## src/rtl/fpnew_result_fifo.sv

```systemverilog
// Result buffer between the FPU output handshake and its consumer; replays beats in order.
// Define FPNEW_RESULT_FIFO_FFLAGS_EN to add sticky fflags accumulation (fflags_clr_i/fflags_o).
module fpnew_result_fifo #(
    parameter int unsigned WIDTH     = 16,
    parameter int unsigned DEPTH     = 4,
    parameter int unsigned TAG_WIDTH = 1
) (
    input  logic                         clk_i,
    input  logic                         rst_i,
    input  logic                         flush_i,
    input  logic                         in_valid_i,
    output logic                         in_ready_o,
    input  logic [WIDTH-1:0]             result_i,
    input  logic [4:0]                   status_i,
    input  logic [TAG_WIDTH-1:0]         tag_i,
    output logic                         out_valid_o,
    input  logic                         out_ready_i,
    output logic [WIDTH-1:0]             result_o,
    output logic [4:0]                   status_o,
    output logic [TAG_WIDTH-1:0]         tag_o,
`ifdef FPNEW_RESULT_FIFO_FFLAGS_EN
    input  logic                         fflags_clr_i,
    output logic [4:0]                   fflags_o,
`endif
    output logic [$clog2(DEPTH+1)-1:0]   count_o
);

    localparam int unsigned PtrW = $clog2(DEPTH);
    localparam int unsigned CntW = $clog2(DEPTH+1);

    logic [WIDTH-1:0]     r_result [DEPTH];
    logic [4:0]           r_status [DEPTH];
    logic [TAG_WIDTH-1:0] r_tag    [DEPTH];
    logic [PtrW-1:0]      r_wp;
    logic [PtrW-1:0]      r_rp;
    logic [CntW-1:0]      r_cnt;

    logic w_push;
    logic w_pop;

    // Ready is decided from occupancy alone, so a full buffer stalls even during a pop.
    assign in_ready_o  = !rst_i && (r_cnt != CntW'(DEPTH));
    assign out_valid_o = (r_cnt != '0);
    assign w_push      = in_valid_i && in_ready_o;
    assign w_pop       = out_valid_o && out_ready_i;
    assign count_o     = r_cnt;

    assign result_o = out_valid_o ? r_result[r_rp] : '0;
    assign status_o = out_valid_o ? r_status[r_rp] : '0;
    assign tag_o    = out_valid_o ? r_tag[r_rp]    : '0;

    always_ff @(posedge clk_i) begin
        if (w_push && !flush_i) begin
            r_result[r_wp] <= result_i;
            r_status[r_wp] <= status_i;
            r_tag[r_wp]    <= tag_i;
        end
    end

    always_ff @(posedge clk_i) begin
        if (rst_i || flush_i) begin
            r_wp  <= '0;
            r_rp  <= '0;
            r_cnt <= '0;
        end else begin
            if (w_push) begin
                r_wp <= r_wp + PtrW'(1);
            end
            if (w_pop) begin
                r_rp <= r_rp + PtrW'(1);
            end
            if (w_push && !w_pop) begin
                r_cnt <= r_cnt + CntW'(1);
            end else if (w_pop && !w_push) begin
                r_cnt <= r_cnt - CntW'(1);
            end
        end
    end

`ifdef FPNEW_RESULT_FIFO_FFLAGS_EN
    logic [4:0] r_fflags;

    // A clear in the same cycle as a push keeps that push's status; flushed pushes do not count.
    always_ff @(posedge clk_i) begin
        if (rst_i) begin
            r_fflags <= '0;
        end else if (w_push && !flush_i) begin
            r_fflags <= (fflags_clr_i ? 5'd0 : r_fflags) | status_i;
        end else if (fflags_clr_i) begin
            r_fflags <= '0;
        end
    end

    assign fflags_o = r_fflags;
`endif

endmodule
```

## config.mk

```make
export PLATFORM = sky130hd
export DESIGN_NAME = fpnew_result_fifo
export DESIGN_NICKNAME = d
export VERILOG_FILES = /design/src/rtl/fpnew_result_fifo.sv
export SDC_FILE = /design/constraint.sdc
export NUM_CORES = 1
export LEC_CHECK = 0
export ABC_AREA = 0
export BUFFER_PORTS_ARGS = -buffer_cell sky130_fd_sc_hd__buf_2
export CAP_MARGIN = 20
export CORE_ASPECT_RATIO = 0.7
export CORE_MARGIN = 2
export CORE_UTILIZATION = 58
export CTS_CLUSTER_SIZE = 25
export DETAILED_ROUTE_END_ITERATION = 10
export GPL_ROUTABILITY_DRIVEN = 1
export PLACE_DENSITY = 0.8
export SLEW_MARGIN = 20
export SYNTH_ARGS = -nofsm -noshare
export SYNTH_HDL_FRONTEND = slang
export SYNTH_SLANG_ARGS = --single-unit
```

## constraint.sdc

```tcl
create_clock -name clk_i -period 6.8 [get_ports clk_i]
set_input_delay 1.36 -clock clk_i [delete_from_list [all_inputs] [get_ports clk_i]]
set_output_delay 1.36 -clock clk_i [all_outputs]
set_load 0.1 [all_outputs]
```

==> flow_summary.ini <==
[global_routing]
grt_max_degree = 26
grt_remaining_overflow = 0
first_global_vias = 2023
grtUsageTotal_pct = 19.87
antenna_found_initial = 0
grt_pass1_wl_mm = 10.36

[placement]
dpl.hpwl_mm = 3.967
routabilityCongestion = 0.7304
dp_slack_ns = 3.387
port_buffers = 53

[clock_network]
cts_tree = yes
clk_pin_slew_ns = 0.09
cts-root-buf = clkbuf_8
cts_made_buffers = 9
clockBufferDepth = 2
cts_setup_buffers = 0
clk_latency_ns = 0.36
holdBufCountCts = 0
cts.sinks = 97
cts_resized = 0
h-tree-depth = 3

[synthesis]
synth-seq-cells = 97
ys_seq_area_share_pct = 72.96
ys_warn_count = 0
syn-cell-area_sq_um = 3869
synth_cells = 192
syn_nets = 225
yosysUniqueCellTypes = 28
syn_avg_cell_area_sq_um = 20.15

[floorplanning]
io_pins = 54
start_util_pct = 61.06
design.core.area_sq_um = 6336
dieHeight_um = 72.33
dieWidth_um = 101.6
rows = 24
dieArea_sq_um = 7350

[min_path]
hold_class = reg2reg
min_from = r_wp[1]

[critical_path]
critPathRequiredTime_ns = 5.44
regToRegStartpoint = count_o[0]
cp_max_fo = 22
crit_chain = mux4_1, nor2b_1, buf_2
criticalPathCategory = reg2out
critPathSlowestCell = dfxtp_2
slowest_delay_ns = 0.85
setup.worst_path.start_class = register
crit_arrival_ns = 2.32
end_kind = primary output

[cells_and_area]
final_nets = 287
final_util_pct = 69.94
insertedDiodeCount = 0
final_common_cell = edfxtp_1
layout-drive-gt1-share_pct = 41.70
syn_to_final_growth_pct = 14.55
final_cell_mix = edfxtp_1 (88), buf_2 (53), mux4_2 (20)

[routing]
drt_iter0_drc = 93
antenna_left = 0
drc = 0
wl_per_cell_um = 18.65
first_pass_iters = 5
wirelength_mm = 6.527
num_vias = 1918
vias_per_cell = 5.480

[timing]
setup_ws_ns = 3.123
rsz0062_at_grt = no
finalHoldViolCount = 0
max_freq_ghz = 0.2720
worstMarginPinSlew_ns = 0.7919
slew_violations = 0
slew_headroom_pct = 47.21
fin_crit_ns = 3.677
skew_ns = 0.009723
tns_ns = 0
fin_crit_sh_pct = 54.07
setup_viol = 0

[power_and_ir_drop]
pwr-share-comb_pct = 17.7
power.internal_mw = 0.8327
power.density_nw_per_um2 = 270.4
p_leak_nw = 1.550
pwr-share-clk_pct = 26.9
switchingPower_mw = 0.3657
pwr-share-seq_pct = 55.4
ir_drop_v = 0.0001490
swShare_pct = 30.52

[status]
run_status = finished clean

[job]
cap_violations = 0
final timing paths:
path	to	slack (ns)	depth (start not counted)
worst max-delay path	status_o[4]	3.12	3
worst min-delay path	r_wp[1]	0.52	2
worst max register to register	count_o[2]	4.54	9
worst min register to register	r_wp[1]	0.52	2
worst max-delay path: cells and delay by family (launching register included):
family,cells,cell delay (ns)
buf+inv,1,0.31
flops,1,0.85
mux,1,0.64
simple gates,1,0.15
state kept, by name, summed over array words and instances (netlist names), named ones only:
name	flops
r_rp	2
r_status	20
r_wp	2
r_result	64
r_tag	4
count_o	3
final cells by class:
class,count,area (sq um)
Clock buffer,9,123.9
Clock inverter,7,46.29
Fill cell,413,1904
Inverter,5,18.77
Multi-Input combinational cell,83,1001
Sequential cell,97,2825
Tap cell,91,113.9
Timing Repair Buffer,58,302.8
per-stage QoR:
step	hold WS (ns)	cell area, sq um	cells	total power, mW
4_1_cts	0.5269	4431	350	1.207
3_3_place_gp	0.4751	4260	334	0.8868
6_report	0.5214	4432	350	1.198
3_5_place_dp	0.5135	4260	334	0.8907
2_1_floorplan	0.4591	3869	192	0.8502
5_1_grt	0.5441	4432	350	1.240
metal layers:
| metal | track usage (%) | up-vias | wire, um |
|---|---|---|---|
| met5 | 0 | - | 0 |
| met4 | 4.354 | 0 | 87 |
| met3 | 9.152 | 10 | 388 |
| met2 | 31.36 | 53 | 3144 |
| met1 | 25.80 | 982 | 2908 |
| li1 | - | 873 | - |
power groups by stage:
stage                     clock [mW]  combinational, mW  sequential [mW]
after CTS                      0.329              0.213            0.665
after global routing           0.352              0.221            0.666
after global placement             0              0.209            0.678
after detailed placement           0              0.212            0.678
after floorplan                    0              0.166            0.684
final                          0.322              0.212            0.665
Yosys cell counts, drive strengths merged:
master | n | area [sq um]
dfxtp | 9 | 180.2
xor2 | 3 | 26.28
or2 | 1 | 6.260
buf | 6 | 42.54
ha | 5 | 62.56
or3 | 2 | 12.51
a21o | 1 | 7.510
clkbuf | 1 | 3.750
edfxtp | 88 | 2643
nand3 | 1 | 5.000
o21ai | 2 | 10.01
inv | 5 | 18.77
mux2i | 2 | 20.02
nor2 | 5 | 18.77
nand2 | 4 | 17.52
mux4 | 22 | 503.0
a21oi | 3 | 18.77
fa | 1 | 20.02
nor2b | 24 | 187.7
nor3b | 4 | 30.03
or3b | 1 | 11.26
nor3 | 1 | 16.27
o31ai | 1 | 7.510
kinds of logic (layout without fill, tap and decap cells):
group | count (synthesis) | count (layout) | share of synthesized area, %
xor+xnor | 3 | 3 | 0.6793
flops | 97 | 97 | 72.96
simple gates | 43 | 43 | 7.892
mux | 24 | 24 | 13.52
fa+ha+maj | 6 | 6 | 2.135
compound gates | 7 | 7 | 1.132
buf+inv | 12 | 79 | 1.682
Power figures use the tool's default switching activity.
